$ cat config.mk
export PLATFORM = sky130hd
export DESIGN_NAME = core_bus_port_flat
export DESIGN_NICKNAME = d
export VERILOG_FILES = /design/src/rtl/bus_pkg.sv /design/src/rtl/core_bus_port_if.sv /design/src/rtl/wbuf_fifo.sv /design/src/rtl/core_bus_port.sv /design/src/flat_wrapper.sv
export SDC_FILE = /design/constraint.sdc
export NUM_CORES = 1
export LEC_CHECK = 0
export CELL_PAD_IN_SITES_DETAIL_PLACEMENT = 1
export CELL_PAD_IN_SITES_GLOBAL_PLACEMENT = 2
export CORE_MARGIN = 2
export CORE_UTILIZATION = 36
export DETAILED_ROUTE_END_ITERATION = 10
export HOLD_SLACK_MARGIN = 0.1
export PLACE_DENSITY_LB_ADDON = 0.2
export SLEW_MARGIN = 25
export SYNTH_ARGS = -nofsm -noshare
export SYNTH_HDL_FRONTEND = slang
export SYNTH_SLANG_ARGS = --single-unit
$ cat constraint.sdc
create_clock -name clk -period 1.95 [get_ports clk]
set_input_delay 0.39 -clock clk [delete_from_list [all_inputs] [get_ports clk]]
set_output_delay 0.39 -clock clk [all_outputs]
set_load 0.03 [all_outputs]
$ cat src/rtl/bus_pkg.sv
// Shared types and constants for the per-core bus master port and its write buffer.
package bus_pkg;

  localparam int DEF_ADDR_W = 9;
  localparam int DEF_DATA_W = 8;

  localparam logic RW_READ  = 1'b0;
  localparam logic RW_WRITE = 1'b1;

  typedef struct packed {
    logic [DEF_ADDR_W-1:0] addr;
    logic [DEF_DATA_W-1:0] data;
  } wbuf_entry_t;

  typedef enum logic [1:0] {
    B_IDLE  = 2'd0,
    B_WRITE = 2'd1,
    B_READ  = 2'd2
  } bus_state_t;

endpackage

$ cat src/rtl/core_bus_port_if.sv
// Core-side request/response interface and arbiter-side request/grant interface.
interface cpu_req_if #(
  parameter int ADDR_W = bus_pkg::DEF_ADDR_W,
  parameter int DATA_W = bus_pkg::DEF_DATA_W
);
  logic              cpu_req_valid;
  logic              cpu_req_ready;
  logic              cpu_we;
  logic [ADDR_W-1:0] cpu_addr;
  logic [DATA_W-1:0] cpu_wdata;
  logic [DATA_W-1:0] cpu_rdata;
  logic              cpu_rvalid;

  modport master (
    output cpu_req_valid, cpu_we, cpu_addr, cpu_wdata,
    input  cpu_req_ready, cpu_rdata, cpu_rvalid
  );

  modport slave (
    input  cpu_req_valid, cpu_we, cpu_addr, cpu_wdata,
    output cpu_req_ready, cpu_rdata, cpu_rvalid
  );
endinterface

interface bus_req_if #(
  parameter int ADDR_W = bus_pkg::DEF_ADDR_W,
  parameter int DATA_W = bus_pkg::DEF_DATA_W
);
  logic              bus_request;
  logic              bus_grant;
  logic              bus_rw;
  logic [ADDR_W-1:0] bus_address;
  logic [DATA_W-1:0] bus_data_out;
  logic [DATA_W-1:0] bus_data_in;

  modport master (
    output bus_request, bus_rw, bus_address, bus_data_out,
    input  bus_grant, bus_data_in
  );

  modport slave (
    input  bus_request, bus_rw, bus_address, bus_data_out,
    output bus_grant, bus_data_in
  );
endinterface

$ cat src/rtl/wbuf_fifo.sv
// Posted-write buffer: circular storage with push/pop/count/head.
// With WBUF_FWD_EN defined it also exposes every entry in age order (0 = oldest).
module wbuf_fifo
  import bus_pkg::*;
#(
  parameter int WBUF_DEPTH = 4
) (
  input  logic                          clk,
  input  logic                          reset,
  input  logic                          push,
  input  wbuf_entry_t                   push_entry,
  input  logic                          pop,
  output wbuf_entry_t                   head,
  output logic [$clog2(WBUF_DEPTH):0]   count
`ifdef WBUF_FWD_EN
  ,
  output wbuf_entry_t                   age_entry [WBUF_DEPTH],
  output logic [WBUF_DEPTH-1:0]         age_valid
`endif
);

  localparam int PTR_W = $clog2(WBUF_DEPTH);
  localparam int CNT_W = PTR_W + 1;

  wbuf_entry_t      mem [WBUF_DEPTH];
  logic [PTR_W-1:0] wr_ptr;
  logic [PTR_W-1:0] rd_ptr;

  // Storage holds data only; emptiness is tracked by the pointers and count.
  always_ff @(posedge clk) begin
    if (push) mem[wr_ptr] <= push_entry;
  end

  always_ff @(posedge clk or negedge reset) begin
    if (!reset) begin
      wr_ptr <= '0;
      rd_ptr <= '0;
      count  <= '0;
    end else begin
      if (push) wr_ptr <= wr_ptr + 1'b1;
      if (pop)  rd_ptr <= rd_ptr + 1'b1;
      case ({push, pop})
        2'b10:   count <= count + 1'b1;
        2'b01:   count <= count - 1'b1;
        default: count <= count;
      endcase
    end
  end

  assign head = mem[rd_ptr];

`ifdef WBUF_FWD_EN
  always_comb begin
    for (int i = 0; i < WBUF_DEPTH; i++) begin
      age_entry[i] = mem[rd_ptr + PTR_W'(i)];
      age_valid[i] = (CNT_W'(i) < count);
    end
  end
`endif

endmodule

$ cat src/rtl/core_bus_port.sv
// Per-core bus master: posts stores into a write buffer, serialises writes and single reads
// onto the arbiter request/grant interface. Optional read forwarding from the buffer: WBUF_FWD_EN.
module core_bus_port
  import bus_pkg::*;
#(
  parameter int WBUF_DEPTH = 4,
  parameter int ADDR_W     = DEF_ADDR_W,
  parameter int DATA_W     = DEF_DATA_W
) (
  input  logic                        clk,
  input  logic                        reset,
  cpu_req_if.slave                    cpu,
  bus_req_if.master                   bus,
  output logic [$clog2(WBUF_DEPTH):0] wbuf_count
);

  localparam int CNT_W = $clog2(WBUF_DEPTH) + 1;

  bus_state_t        state, state_next;
  logic              rd_pending;
  logic [ADDR_W-1:0] rd_addr;
  logic              full, empty;
  logic              accept, push, pop, rd_acc, rd_grant;
  wbuf_entry_t       push_entry, head;
  logic              fwd_hit;
  logic [DATA_W-1:0] fwd_data;
  logic              vld_p0;
  logic [DATA_W-1:0] rdata_p0;

  logic              req_next, rw_next;
  logic [ADDR_W-1:0] addr_next;
  logic [DATA_W-1:0] data_next;

  assign full   = (wbuf_count == CNT_W'(WBUF_DEPTH));
  assign empty  = (wbuf_count == '0);

  // A full buffer refuses writes even when a pop lands in the same cycle.
  assign cpu.cpu_req_ready = !rd_pending && (!cpu.cpu_we || !full);

  assign accept     = cpu.cpu_req_valid && cpu.cpu_req_ready;
  assign push       = accept && cpu.cpu_we;
  assign rd_acc     = accept && !cpu.cpu_we;
  assign pop        = (state == B_WRITE) && bus.bus_grant;
  assign rd_grant   = (state == B_READ) && bus.bus_grant;
  assign push_entry = '{addr: cpu.cpu_addr, data: cpu.cpu_wdata};

`ifdef WBUF_FWD_EN
  wbuf_entry_t           age_entry [WBUF_DEPTH];
  logic [WBUF_DEPTH-1:0] age_valid;

  wbuf_fifo #(.WBUF_DEPTH(WBUF_DEPTH)) u_wbuf (
    .clk        (clk),
    .reset      (reset),
    .push       (push),
    .push_entry (push_entry),
    .pop        (pop),
    .head       (head),
    .count      (wbuf_count),
    .age_entry  (age_entry),
    .age_valid  (age_valid)
  );

  // Scan oldest to youngest so the youngest matching store wins.
  always_comb begin
    fwd_hit  = 1'b0;
    fwd_data = '0;
    for (int i = 0; i < WBUF_DEPTH; i++) begin
      if (age_valid[i] && (age_entry[i].addr == cpu.cpu_addr)) begin
        fwd_hit  = 1'b1;
        fwd_data = age_entry[i].data;
      end
    end
  end
`else
  wbuf_fifo #(.WBUF_DEPTH(WBUF_DEPTH)) u_wbuf (
    .clk        (clk),
    .reset      (reset),
    .push       (push),
    .push_entry (push_entry),
    .pop        (pop),
    .head       (head),
    .count      (wbuf_count)
  );

  assign fwd_hit  = 1'b0;
  assign fwd_data = '0;
`endif

  always_ff @(posedge clk or negedge reset) begin
    if (!reset) begin
      rd_pending <= 1'b0;
    end else if (rd_acc && !fwd_hit) begin
      rd_pending <= 1'b1;
    end else if (rd_grant) begin
      rd_pending <= 1'b0;
    end
  end

  always_ff @(posedge clk) begin
    if (rd_acc) rd_addr <= cpu.cpu_addr;
  end

  // Bus FSM: IDLE always drops request, so every transaction is separated by an idle cycle.
  always_comb begin
    state_next = state;
    req_next   = bus.bus_request;
    rw_next    = bus.bus_rw;
    addr_next  = bus.bus_address;
    data_next  = bus.bus_data_out;
    case (state)
      B_IDLE: begin
        req_next = 1'b0;
        if (rd_pending && empty) begin
          state_next = B_READ;
          req_next   = 1'b1;
          rw_next    = RW_READ;
          addr_next  = rd_addr;
        end else if (!empty) begin
          state_next = B_WRITE;
          req_next   = 1'b1;
          rw_next    = RW_WRITE;
          addr_next  = head.addr;
          data_next  = head.data;
        end
      end
      B_WRITE, B_READ: begin
        if (bus.bus_grant) begin
          state_next = B_IDLE;
          req_next   = 1'b0;
        end
      end
      default: begin
        state_next = B_IDLE;
        req_next   = 1'b0;
      end
    endcase
  end

  always_ff @(posedge clk or negedge reset) begin
    if (!reset) begin
      state            <= B_IDLE;
      bus.bus_request  <= 1'b0;
      bus.bus_rw       <= 1'b0;
      bus.bus_address  <= '0;
      bus.bus_data_out <= '0;
    end else begin
      state            <= state_next;
      bus.bus_request  <= req_next;
      bus.bus_rw       <= rw_next;
      bus.bus_address  <= addr_next;
      bus.bus_data_out <= data_next;
    end
  end

  // p0: capture read data (bus grant or forward hit)
  always_ff @(posedge clk) begin
    if (rd_grant)               rdata_p0 <= bus.bus_data_in;
    else if (rd_acc && fwd_hit) rdata_p0 <= fwd_data;
  end

  // p1: present data with a one-cycle valid pulse
  always_ff @(posedge clk or negedge reset) begin
    if (!reset) begin
      vld_p0         <= 1'b0;
      cpu.cpu_rvalid <= 1'b0;
      cpu.cpu_rdata  <= '0;
    end else begin
      vld_p0         <= rd_grant || (rd_acc && fwd_hit);
      cpu.cpu_rvalid <= vld_p0;
      if (vld_p0) cpu.cpu_rdata <= rdata_p0;
    end
  end

  // The arbiter must only grant while a request is outstanding.
  grant_in_idle: assert property (@(posedge clk) disable iff (!reset)
    !((state == B_IDLE) && bus.bus_grant));

endmodule

$ cat src/flat_wrapper.sv
// flat-port wrapper written by rule: the top's interface ports become plain ports
module core_bus_port_flat import bus_pkg::*;
#(
  parameter int WBUF_DEPTH = 4,
  parameter int ADDR_W     = DEF_ADDR_W,
  parameter int DATA_W     = DEF_DATA_W
)
  (clk, reset, wbuf_count, cpu_cpu_req_valid, cpu_cpu_we, cpu_cpu_addr, cpu_cpu_wdata, cpu_cpu_req_ready, cpu_cpu_rdata, cpu_cpu_rvalid, bus_bus_request, bus_bus_rw, bus_bus_address, bus_bus_data_out, bus_bus_grant, bus_bus_data_in);
  cpu_req_if #(.ADDR_W(ADDR_W), .DATA_W(DATA_W)) cpu_i ();
  bus_req_if #(.ADDR_W(ADDR_W), .DATA_W(DATA_W)) bus_i ();
  input  logic clk;
  input  logic reset;
  output logic [$clog2(WBUF_DEPTH):0] wbuf_count;
  input wire logic [$bits(cpu_i.cpu_req_valid)-1:0] cpu_cpu_req_valid;
  input wire logic [$bits(cpu_i.cpu_we)-1:0] cpu_cpu_we;
  input wire logic [$bits(cpu_i.cpu_addr)-1:0] cpu_cpu_addr;
  input wire logic [$bits(cpu_i.cpu_wdata)-1:0] cpu_cpu_wdata;
  output wire logic [$bits(cpu_i.cpu_req_ready)-1:0] cpu_cpu_req_ready;
  output wire logic [$bits(cpu_i.cpu_rdata)-1:0] cpu_cpu_rdata;
  output wire logic [$bits(cpu_i.cpu_rvalid)-1:0] cpu_cpu_rvalid;
  output wire logic [$bits(bus_i.bus_request)-1:0] bus_bus_request;
  output wire logic [$bits(bus_i.bus_rw)-1:0] bus_bus_rw;
  output wire logic [$bits(bus_i.bus_address)-1:0] bus_bus_address;
  output wire logic [$bits(bus_i.bus_data_out)-1:0] bus_bus_data_out;
  input wire logic [$bits(bus_i.bus_grant)-1:0] bus_bus_grant;
  input wire logic [$bits(bus_i.bus_data_in)-1:0] bus_bus_data_in;
  assign cpu_i.cpu_req_valid = cpu_cpu_req_valid;
  assign cpu_i.cpu_we = cpu_cpu_we;
  assign cpu_i.cpu_addr = cpu_cpu_addr;
  assign cpu_i.cpu_wdata = cpu_cpu_wdata;
  assign cpu_cpu_req_ready = cpu_i.cpu_req_ready;
  assign cpu_cpu_rdata = cpu_i.cpu_rdata;
  assign cpu_cpu_rvalid = cpu_i.cpu_rvalid;
  assign bus_bus_request = bus_i.bus_request;
  assign bus_bus_rw = bus_i.bus_rw;
  assign bus_bus_address = bus_i.bus_address;
  assign bus_bus_data_out = bus_i.bus_data_out;
  assign bus_i.bus_grant = bus_bus_grant;
  assign bus_i.bus_data_in = bus_bus_data_in;
  core_bus_port #(.WBUF_DEPTH(WBUF_DEPTH), .ADDR_W(ADDR_W), .DATA_W(DATA_W)) u_core (.clk(clk), .reset(reset), .cpu(cpu_i), .bus(bus_i), .wbuf_count(wbuf_count));
endmodule
==> impl_metrics.ini <==
[run_status]
status = finished, final reports clean

[cells_and_area]
antenna_cells = 0
drive_above_1_share = 0.2888
layout.nets = 400
nFillCells = 1278
syn2layout_area_growth_pct = 35.40
fin_cells = 550
fin_area_sq_mm = 0.006490

[placement]
dpl.cell_count = 508
hpwlAfterDp_um = 6279
gp_congestion = 0.6990
place_area_sq_mm = 0.005794
port_buffers = 61

[synth]
synth.distinct_cells = 32
syn_area_sq_mm = 0.004793
yosys.area_share.simple = 0.04855
synth-xor-area-share = 0.01096
syn-num-nets = 299
synth_top_area_cell = edfxtp_1
synth_area_leaders = edfxtp_1, dfrtp_1, mux4_2
ys_seq_area_frac = 0.7361
synth_top_family_by_area = multiplexers
synth-seq-cells = 124
synth_fa_ha_area_frac = 0.02506
yosysTopAreaCellShare = 0.5325
synth-compound-area-share = 0.02558
avgSynthCellArea_sq_um = 18.44
netlist_instances = 260
synth-warning-count = 0
synth_mux_area_frac = 0.1305

[setup_path]
reg2reg_to = u_core.bus.bus_data_out[4]
critPathLaunchType = register
r2r-start = u_core.u_wbuf.count[1]
rrSetupSlack_ns = 0.07
arrival_ns = 2.17
endpoint_kind = register
cp.required_ns = 2.24
rr_worst_depth = 5
worstSetupPathType = reg -> reg
crit_fanout = 10

[drt]
first_iter_violations = 89
route.met2.wl_um = 5002
ant_nets = 0
wl_um = 9856
wl_met1_um = 4324
top_layer = met4
drc = 0
wire_per_inst_um = 17.92
first_pass_iters = 4
vias = 2596
wl_met3_um = 337
drt-vias-per-instance = 4.720

[sta]
period_needed_ns = 1.881
tightest_slew_ns = 0.5455
max_freq_mhz = 531.7
max_slew_margin = 0.6364
final_hold_viol_count = 0
finalClockSkew_ns = 0.006145
rsz0062_at_grt = no
fin_crit_sh = 0.9645
maxSlewViolCount = 0
setup_viol = 0

[power]
ir_worst_vdd_mv = 0.7004
p_leak_nw = 2.442
powerDensity_mw_per_mm2 = 1646

[hold_path]
hp-start = u_core.rdata_p0[6]
hold_path.class = reg -> reg
holdPathStages = 1
hold_end = u_core.cpu.cpu_rdata[6]

[cts]
numCtsBuffers = 17
clock_latency_ns = 0.41
clockBufferDepth = 2
clk_pin_slew_worst_paths_ns = 0.05
cts_root_buf = clkbuf_16
htreeDepth = 4
cts_sinks = 124
cts_tree = built

[global_route]
grt_max_degree = 22
grt_pass1_vias = 2801
grt_first_pass_wirelength_um = 15700
grt_use_total = 0.1530
antenna_found_initial = 0
grt-ovfl-total = 0

[floorplan]
core_region_area_sq_mm = 0.01314
num_rows = 42
die_x_um = 119.4
ios = 62
die-area_sq_mm = 0.01425
initial_core_util = 0.3649
die_h_um = 119.4

[run]
cap_violations = 0
## routing by layer
| layer | global-route usage | vias to the layer above |
|---|---|---|
| li1 | - | 1183 |
| met1 | 0.1838 | 1349 |
| met2 | 0.2543 | 50 |
| met3 | 0.04119 | 14 |
| met4 | 0.07647 | 0 |
| met5 | 0 | - |
## cell usage after synthesis
cell	count
nor4b_2	1
inv_1	11
mux2_4	8
fa_1	1
a21oi_1	4
ha_1	8
mux4_2	17
xnor2_1	3
edfxtp_1	85
nor3_1	1
xor2_1	3
nor3b_1	1
nand2b_1	1
buf_4	2
nor2b_1	1
o41a_4	1
nand2_1	20
o21ai_0	1
a21o_1	1
buf_2	5
dfrtp_1	39
o22ai_1	1
nand2_8	1
nor2_1	12
clkbuf_1	2
and2_1	5
or4b_4	1
a31oi_1	10
mux2i_1	1
nand3b_1	1
buf_6	2
mux2_2	10
## worst max-delay path, stage by stage (launching register included)
cell	delay [ns]
dfrtp_2	0.45
buf_4	0.15
buf_4	0.13
o41a_4	0.54
nand2_8	0.16
mux2_4	0.32
## area by class of cell
class	count	area, sq um	area share
Sequential cell	124	3532	0.5442
Multi-Input combinational cell	114	1172	0.1806
Timing Repair Buffer	93	917.1	0.1413
Clock buffer	25	495.5	0.07634
Tap cell	176	220.2	0.03393
Clock inverter	7	111.4	0.01716
Inverter	11	41.29	0.006362
## cell families after synthesis
| kind of cell | Yosys count |
|---|---|
| simple gates | 45 |
| compound gates | 18 |
| mux | 36 |
| buf+inv | 22 |
| flops | 124 |
| xor+xnor | 6 |
| fa+ha+maj | 9 |
## worst max-delay path by stage
stage                           startpoint                          to  cells past startpoint
floorplan           u_core.u_wbuf.count[1]      u_core.u_wbuf.count[2]                      9
global placement             bus_bus_grant      u_core.u_wbuf.count[2]                      8
detailed placement              cpu_cpu_we      u_core.u_wbuf.count[2]                     10
CTS                 u_core.u_wbuf.count[1]      u_core.u_wbuf.count[2]                      9
global route        u_core.u_wbuf.count[1]  u_core.bus.bus_data_out[4]                      5
finish              u_core.u_wbuf.count[1]  u_core.bus.bus_data_out[4]                      5
## placed cells by master (no fill, tap or decap), types with 11 or more instances in the layout
master,Yosys,routed
edfxtp_1,85,85
nor2_1,12,11
nand2_1,20,20
clkdlybuf4s50_1,0,56
buf_4,2,26
dfrtp_1,39,36
clkbuf_16,0,17
mux4_2,17,17
## sequential cells by signal (all words and copies together), names as in the netlist
signal,cells
u_core.u_wbuf.mem,68
u_core.bus.bus_address,9
u_core.rd_addr,9
u_core.bus.bus_data_out,8
u_core.cpu.cpu_rdata,8
u_core.rdata_p0,8
u_core.u_wbuf.count,3
u_core.state,2
u_core.u_wbuf.rd_ptr,2
u_core.u_wbuf.wr_ptr,2
u_core.bus.bus_request,1
u_core.bus.bus_rw,1
u_core.cpu.cpu_rvalid,1
u_core.rd_pending,1
u_core.vld_p0,1
## metrics by stage
step | TNS [ns] | setup slack, ns | utilization | hold slack [ns] | power (mW)
final | 0 | 0.06918 | 0.4940 | 0.4754 | 10.68
after global routing | 0 | 0.02229 | 0.4940 | 0.4860 | 11.24
after CTS | 0 | 0.04948 | 0.4877 | 0.4799 | 10.69
after detailed placement | -2.569 | -0.1869 | 0.4410 | 0.3950 | 7.452
after global placement | -0.8315 | -0.1518 | 0.4410 | 0.3939 | 7.384
after floorplan | 0 | 0.02488 | - | 0.09441 | 6.102
## timing repair
item / CTS / global route
endpoints found under the hold margin: 18 / 0
resized for setup: 3 / 7
setup endpoints to repair: 3 / 1
buffers inserted: 0 / 9
hold buffers: 1 / 0
pin swaps: 0 / 2
## power breakdown
group / total (mW) / switching (mW) / internal (mW)
Combinational: 3.76 / 1.89 / 1.86
Sequential: 3.73 / 0.368 / 3.36
Clock: 3.19 / 1.05 / 2.14
No activity file was read; power rests on OpenSTA's default activity.
